### src/rtl/issue_scoreboard.sv
// issue_scoreboard: register-write scoreboard for an in-order issue stage.
// Tracks one pending-write bit per architectural register and the number of
// outstanding register-writing instructions, and holds back an instruction
// whose sources or destination are still pending, or whose write would
// exceed the in-flight limit.
//
// Ports:
//   clk, rst                 clock, asynchronous active-high reset
//   in_valid                 decoded instruction presented for issue
//   rs1_id/rs2_id/rd_id      register indices; use_rs1/use_rs2 qualify reads
//   reg_write                instruction writes rd
//   flush                    blocks issue this cycle, keeps tracked state
//   wb_valid, wb_rd          writeback completion of wb_rd
//   in_ready, issue_fire     combinational issue handshake
//   busy_vec, inflight       registered pending-write state
//   stall_cnt                registered saturating stall-cycle counter
//   wb_err                   registered sticky writeback-protocol error
module issue_scoreboard #(
    parameter int unsigned MAX_INFLIGHT = 4,
    parameter int unsigned CNT_W        = 16
) (
    input  logic                              clk,
    input  logic                              rst,
    input  logic                              in_valid,
    output logic                              in_ready,
    input  logic [4:0]                        rs1_id,
    input  logic [4:0]                        rs2_id,
    input  logic [4:0]                        rd_id,
    input  logic                              use_rs1,
    input  logic                              use_rs2,
    input  logic                              reg_write,
    input  logic                              flush,
    input  logic                              wb_valid,
    input  logic [4:0]                        wb_rd,
    output logic                              issue_fire,
    output logic [31:0]                       busy_vec,
    output logic [$clog2(MAX_INFLIGHT+1)-1:0] inflight,
    output logic [CNT_W-1:0]                  stall_cnt,
    output logic                              wb_err
);

    localparam int unsigned IW  = $clog2(MAX_INFLIGHT + 1);
    localparam int unsigned IWX = IW + 1;

    logic        wb_clr;
    logic        wb_bad;
    logic        wr;
    logic        hazard;
    logic        slot_ok;
    logic [31:0] busy_eff;
    logic [31:0] busy_nxt;
    logic [IW-1:0] inflight_nxt;

    // Writeback decode and issue decision; a same-cycle writeback frees both
    // its register and its in-flight slot before the hazard check.
    always_comb begin
        wb_clr   = wb_valid && (wb_rd != 5'd0) && busy_vec[wb_rd];
        wb_bad   = wb_valid && (wb_rd != 5'd0) && !busy_vec[wb_rd];
        wr       = reg_write && (rd_id != 5'd0);
        busy_eff = busy_vec;
        if (wb_clr) begin
            busy_eff[wb_rd] = 1'b0;
        end
        hazard = (use_rs1 && (rs1_id != 5'd0) && busy_eff[rs1_id]) ||
                 (use_rs2 && (rs2_id != 5'd0) && busy_eff[rs2_id]) ||
                 (wr && busy_eff[rd_id]);
        // wb_clr implies inflight >= 1, so the subtraction cannot wrap.
        slot_ok    = (IWX'(inflight) - IWX'(wb_clr)) < IWX'(MAX_INFLIGHT);
        in_ready   = !flush && !hazard && (slot_ok || !wr);
        issue_fire = in_valid && in_ready && !rst;
    end

    // Next-state: an issue set wins over a writeback clear on the same index.
    always_comb begin
        busy_nxt = busy_eff;
        if (issue_fire && wr) begin
            busy_nxt[rd_id] = 1'b1;
        end
        busy_nxt[0]  = 1'b0;
        inflight_nxt = inflight + IW'(issue_fire && wr) - IW'(wb_clr);
    end

    // State registers.
    always_ff @(posedge clk or posedge rst) begin
        if (rst) begin
            busy_vec  <= '0;
            inflight  <= '0;
            stall_cnt <= '0;
            wb_err    <= 1'b0;
        end else begin
            busy_vec <= busy_nxt;
            inflight <= inflight_nxt;
            if (in_valid && !in_ready && !flush && (stall_cnt != {CNT_W{1'b1}})) begin
                stall_cnt <= stall_cnt + CNT_W'(1);
            end
            if (wb_bad) begin
                wb_err <= 1'b1;
            end
        end
    end

endmodule

### config.mk
export PLATFORM = sky130hd
export DESIGN_NAME = issue_scoreboard
export DESIGN_NICKNAME = d
export VERILOG_FILES = /design/src/rtl/issue_scoreboard.sv
export SDC_FILE = /design/constraint.sdc
export NUM_CORES = 1
export LEC_CHECK = 0
export BUFFER_PORTS_ARGS = -buffer_cell sky130_fd_sc_hd__buf_2
export CAP_MARGIN = 20
export CELL_PAD_IN_SITES_DETAIL_PLACEMENT = 0
export CELL_PAD_IN_SITES_GLOBAL_PLACEMENT = 2
export CORE_MARGIN = 1.5
export CORE_UTILIZATION = 30
export CTS_CLUSTER_DIAMETER = 80
export DETAILED_ROUTE_END_ITERATION = 10
export GPL_TIMING_DRIVEN = 0
export PLACE_DENSITY = 0.7
export SYNTH_ARGS = -nofsm -noshare
export SYNTH_HDL_FRONTEND = slang
export SYNTH_SLANG_ARGS = --single-unit
### constraint.sdc
create_clock -name clk -period 4.4 [get_ports clk]
set_input_delay 0.22 -clock clk [delete_from_list [all_inputs] [get_ports clk]]
set_output_delay 0.22 -clock clk [all_outputs]
set_load 0.02 [all_outputs]
* After elaboration in Yosys (flattened, before gate mapping)
Cells that the tools add are included.
** Storage, ports and cells
- Flip-flop bits (word level) :: 51
- Input port bits :: 28
- Output and inout port bits :: 54
- Logic and storage cells :: 65
** Operators by class
- Add/subtract/negate cells :: 4
- Magnitude comparators :: 7
- Eq/ne operators :: 1
- Multiplexer cells :: 14
- Bitwise logic cells :: 3
- Reductions and logical operators :: 32
** Operator list (number)
- 2-to-1 mux 32 bit :: 2
- bitwise AND 32 bit :: 1
- NOT 32 bit :: 1
- bitwise OR 32 bit :: 1
- < comparator 5 x 6 -> 1 bit (second input constant) :: 4
- binary-select mux 1 bit (select 5 bit) :: 4
- nonzero test 5 bit :: 4
- logical AND 1 bit :: 19
- adder 16 x 1 -> 16 bit (second input constant) :: 1
- inequality test 16 bit (second input constant) :: 1
- demux 1 bit (select 5 bit) :: 2
- greater-or-equal comparator 5 x 1 -> 1 bit (second input constant) :: 2
- zero test 1 bit :: 6
- 2-to-1 mux 1 bit :: 6
- < comparator 4 x 3 -> 1 bit (second input constant) :: 1
- subtractor 3 x 1 -> 4 bit :: 1
- adder 3 x 1 -> 3 bit :: 1
- logical OR 1 bit :: 3
- subtractor 3 x 1 -> 3 bit :: 1

* Longest topological paths before layout
- Depth in word-level cells :: 20
- Depth in mapped cells :: 23
- Gate-level depth less buffers :: 16

* Worst setup path after synthesis
Ideal clock, no wire load.
- Kind :: input -> register
- From :: in wb_rd[3]
- To :: reg inflight[2]
- Setup time :: 0.122 ns
- Arrival time :: 4.114 ns
- Data required time :: 4.278 ns
- Path slack :: 0.165 ns
- Stages on the path :: 19
- Buffers on the path :: 3
- Path through :: buf_4 or3b_1 nor3_1 nor3_1 and4_1 buf_4 or3_4 and4_4 a2111oi_2 nor3b_1 nor4_4 nand2_2 buf_6 ha_1 inv_1 ha_1 inv_1 fa_1 xor2_1
** Between the ends
- Word-level cells in the longest chain between the ends :: 20
- Elaborated cells on any way between the ends :: 35
- Those cells by class :: 3 x add/sub; 3 x order compare; 11 x mux; 2 x bitwise; 16 x reduce/logical
** Ends and longest elaborated chain
- from (decl) :: RTL line 34 : input logic [4:0] wb_rd,
- < comparator 5 x 6 -> 1 bit (implied by the code) or greater-or-equal comparator 5 x 1 -> 1 bit (tied branches) :: RTL line 62 : busy_eff[wb_rd] = 1'b0;
- logical AND 1 bit (implied by the code) :: RTL line 62
- 2-to-1 mux 1 bit (implied by the code) :: RTL line 62
- demux 1 bit (select 5 bit) :: RTL line 62
- NOT 32 bit (no source line)
- bitwise AND 32 bit (no source line)
- 2-to-1 mux 32 bit :: RTL line 61 : if (wb_clr) begin
- binary-select mux 1 bit (select 5 bit) (on tied branches) :: RTL line 64, 65
- [... 3 more ...]
- logical OR 1 bit :: RTL line 65 : (use_rs2 && (rs2_id != 5'd0) && busy_eff[rs2_id]) ||
- zero test 1 bit :: RTL line 69 : in_ready = !flush && !hazard && (slot_ok || !wr);
- logical AND 1 bit (2 in a row) :: RTL line 69
- logical AND 1 bit (2 in a row) :: RTL line 70 : issue_fire = in_valid && in_ready && !rst;
- logical AND 1 bit :: RTL line 80 : inflight_nxt = inflight + IW'(issue_fire && wr) - IW'(wb_clr);
- adder 3 x 1 -> 3 bit :: RTL line 80
- subtractor 3 x 1 -> 3 bit * :: RTL line 80
- named net inflight_nxt[2] :: RTL line 52 : logic [IW-1:0] inflight_nxt;
- to (signal assigned) :: RTL line 92 : inflight <= inflight_nxt;
- to (decl) :: RTL line 37 : output logic [$clog2(MAX_INFLIGHT+1)-1:0] inflight,
The timed path passes the listed nets; every way through them passes the cells marked *. The select of a mux whose other input is x is not followed.
A chain may end at the register's enable or synchronous reset.

* Worst setup path after layout
- From :: reg busy_vec[6]
- To :: out issue_fire
** Between the ends
- Word-level cells in the longest chain between the ends :: 14
- Elaborated cells on any way between the ends :: 24
- Those cells by class :: 1 x add/sub; 1 x order compare; 9 x mux; 1 x bitwise; 12 x reduce/logical
** Ends and longest elaborated chain
- from (decl) :: RTL line 36 : output logic [31:0] busy_vec,
- from (signal assigned) :: RTL line 91 : busy_vec <= busy_nxt;
- binary-select mux 1 bit (select 5 bit) :: RTL line 57 : wb_clr = wb_valid && (wb_rd != 5'd0) && busy_vec[wb_rd];
- 2-to-1 mux 1 bit (implied by the code) :: RTL line 57
- logical AND 1 bit :: RTL line 57
- 2-to-1 mux 32 bit :: RTL line 61
- binary-select mux 1 bit (select 5 bit) (on tied branches) :: RTL line 64, 65
- 2-to-1 mux 1 bit (on tied branches) :: RTL line 64, 65
- logical AND 1 bit (on tied branches) :: RTL line 64, 65
- logical OR 1 bit :: RTL line 64 : hazard = (use_rs1 && (rs1_id != 5'd0) && busy_eff[rs1_id]) ||
- logical OR 1 bit :: RTL line 65
- zero test 1 bit :: RTL line 69
- logical AND 1 bit :: RTL line 69
- logical AND 1 bit * :: RTL line 69
- logical AND 1 bit * (2 in a row) :: RTL line 70
- to (decl) :: RTL line 35 : output logic issue_fire,
Every way passes the cells marked *; elsewhere a longest branch is shown, timed or not. The select of a mux whose other input is x is not followed.

==> impl_results.md <==
- Final nets: 663
- # fillers: between 1,500 and 2,000
- Highest metal used: met4
- Crit end category: output port
- First-pass GRT wire length: 30,300 µm
- WL met2: approximately 9400 µm
- Yosys warnings: 0
- WL met3: 1340 µm
- Row cnt: 44
- Switching part of the total: 40.6%
- Peak VDD IR: 0.176 mV
- Top-Level Pins: between 80 and 90
- Area fraction of the dominant cell type after synthesis: 28.0%
- Starting Density: 31.0%
- Final worst-path cycle share: a little over nine tenths
- Sum Neg Setup Slack: 0 ns
- Clk pwr share: 23.6%
- Htree depth: 2
- Sequential power share: between 30% and 40%
- Layout cells sized above 1: 33.3%
- Cell variety after synth: 78
- Detail Route Antenna Nets: 0
- Crit path required time: roughly 4.2 ns
- Yosys top cell by area: dfrtp_1
- Post-synth EDFFs: 0
- Mapped Cells: 529
- Worst-path fanout max: 10
- DR vias: 5,044
- Slew HR: between 50% and 60%
- Final WS setup: 0.114 ns
- Root Buffer: clkbuf_16
- Vias per inst: 6.20
- Yosys reg bits: 51
- Ys async rst share: 100%
- LEAKAGE: 2.39 nW
- Power Dens Cells: 284 mW/mm²
- CP arrival: between 4 and 5 ns
- Synth-to-Final Area Change: 27.5%
- Max frequency: approximately 230 MHz
- Antenna Cells: 0
- Outcome: complete, no violations
- Max-Cap Viols: 0
- Final setup vio count: 0
- Clock skew: about 0.0075 ns
- Worst Tran Pin Value: 0.704 ns
- DRC violations left: 0
- Syn_area_per_cell: 8.61 µm²
- Initial antenna violation count: 0
- Die X: around 130 µm
- WL/cell: 25.0 µm
- Seq/Total Area, Yosys: 28.0%
- Crit path kind: flip-flop to output port
- Vias in the first global route: 4,955
- Die H: 126 µm
- Total global-route track usage: 25.2%
- Initial DRT Pass Iterations: 5
- Net switching power of the design: 0.672 mW
- Max-slew violations: 0
- Placed Area: 0.00517 mm²
- Startpoint types: flip-flop
- Routability cong.: between 0.9 and 1
- Final hold violation count: 0
- Routed WL: between 20,000 and 25,000 µm
- TritonCTS Buffers: 5
- Mapped Area: ~0.0046 mm²
- Clock Tree Buf Depth: 2
- Design Area, Final: 0.00581 mm²
- Remaining Overflow, GRT: 0
- Internal power: 0.981 mW
- Post-Route M1 WL: 8760 µm
- Syn nets: 563
- Largest net degree at the start of global routing: 34
- Clock transition at path regs: 0.07 ns
- Skew-Pair Late Insertion Delay: 0.29 ns
- Synth area leaders: dfrtp_1 (28%), nand2_1 (4.9%), o31ai_2 (4.4%)
- Comb pwr share: between 30% and 40%
- HP Class: input port to flip-flop
- Port bufs: 73
- CTS sink cnt: 51
- Die ar.: 0.0159 mm²
- 1st-iter DRT viols: between 400 and 500
- HPWL Detailed: 15,200 µm
- Post-route minimum period: 4.29 ns
- Core ar.: 0.0147 mm²
- Main synth FF type: dfrtp_1
- Setup WS pre-CTS: -1.03 ns
- CTS tree: done
power groups by stage:
stage	registers (mW)	logic (mW)	clock network [mW]
finish	0.617	0.646	0.390
global route	0.625	0.702	0.420
CTS	0.615	0.618	0.397
detailed placement	0.627	0.565	0
global placement	0.626	0.560	0
floorplan	0.669	0.301	0
synthesized netlist by cell type, drive strengths merged, types with 3 or more instances:
library cell and instances:
nor3b 8, nor4 11, nand4b 5, and3 8
o22ai 7, nor3 29, o311ai 5, nand4 7
nand2b 7, nor4b 5, and4 3, xor2 13
ha 5, mux2i 19, a21oi 12, a21boi 4
buf 18, o221ai 3, nor2 23, nor2b 9
dfrtp 51, nand3 15, clkbuf 25, a2bb2oi 3
xnor2 3, o21bai 3, or3 4, o21ai 29
o311a 4, o41ai 4, inv 17, o31ai 37
a31oi 4, o211ai 9, or2 3, mux2 9
o31a 5, nand2 60, mux4 6, a2111oi 4
nand3b 4, o2111ai 4
worst max-delay path, stage by stage (launching register included):
cell and delay (ns):
dfrtp_2 0.43, mux2_2 0.31, and3_4 0.20, nor3_4 0.27, and4_4 0.32, buf_8 0.15, buf_12 0.13, buf_12 0.13
o21ai_0 0.18, o2111ai_1 0.26, o41ai_2 0.13, o311ai_4 0.33, nor4_4 0.09, buf_4 0.15, buf_4 0.16, buf_4 0.19
and3_1 0.18, buf_2 0.15
flip-flops by register name, indices dropped and copies added (netlist names):
register / flops
busy_vec: 31
stall_cnt: 16
inflight: 3
wb_err: 1
timing repair:
item                       4_1_cts  5_1_grt
resized for setup               48       34
hold buffers                     1        0
hold endpoints to repair        18        0
pin swaps                        9       12
setup endpoints to repair       34        3
gates cloned                     0        2
setup buffers                   13        6
through the flow:
stage	hold slack [ns]	utilization, %	std cells	power (mW)
after floorplan	0.499	-	529	0.971
after global placement	0.472	35.1	786	1.19
after detailed placement	0.269	35.2	787	1.19
after CTS	0.372	38.2	809	1.63
after global routing	0.356	39.5	814	1.75
final	0.333	39.5	814	1.65
area by class of cell:
cell class / instances / area [µm²] / area share (%)
buffer: 40 / 241 / 4.16
clock buffer: 5 / 125 / 2.15
clock inverter: 3 / 18.8 / 0.323
inverter: 18 / 67.6 / 1.16
multi-input combinational: 417 / 3260 / 56.1
sequential: 51 / 1300 / 22.3
tap: 184 / 230 / 3.96
timing repair buffer: 96 / 568 / 9.78
metal layers:
layer  vias up  track usage, %
li1       2230               -
met1      2512            33.7
met2       252            40.7
met3        50            3.65
met4         0            11.0
met5         -               0
layout by cell type, fill, tap and decap left out, drive strengths merged, types with 6 or more instances in the layout:
master and instances:
a21oi 12, and3 8, buf 110, clkbuf 30, dfrtp 51, inv 18, mux2 9, mux2i 19
mux4 6, nand2 60, nand2b 7, nand3 15, nand4 7, nor2 23, nor2b 9, nor3 29
nor3b 8, nor4 11, o211ai 9, o21ai 29, o22ai 7, o31ai 37, xor2 13
cell families (layout without fill, tap and decap cells):
| group | Yosys count | count (layout) | synth area share [%] |
|---|---|---|---|
| and+or+nand+nor | 207 | 207 | 25.1 |
| muxes | 34 | 34 | 9.36 |
| xor gates and xnor gates | 16 | 16 | 3.08 |
| other | 1 | 1 | 0.0823 |
| buffers and inverters | 61 | 162 | 6.34 |
| DFF | 51 | 51 | 28.0 |
| adders and majority gates | 6 | 6 | 1.81 |
| AOI/OAI and AO/OA | 153 | 153 | 26.2 |
worst paths after layout:
path	depth (start not counted)	endpoint	from	slack, ns
worst max-delay path	17	issue_fire	busy_vec[6]	0.11
worst min-delay path	3	wb_err	wb_valid	0.33
worst min register to register	1	stall_cnt[7]	stall_cnt[7]	0.49
min in group asynchronous	3	stall_cnt[1]	rst	0.50
worst max register to register	18	inflight[1]	busy_vec[27]	0.18
max in group asynchronous	4	busy_vec[6]	rst	3.34
(Power assumes the default switching activity.)
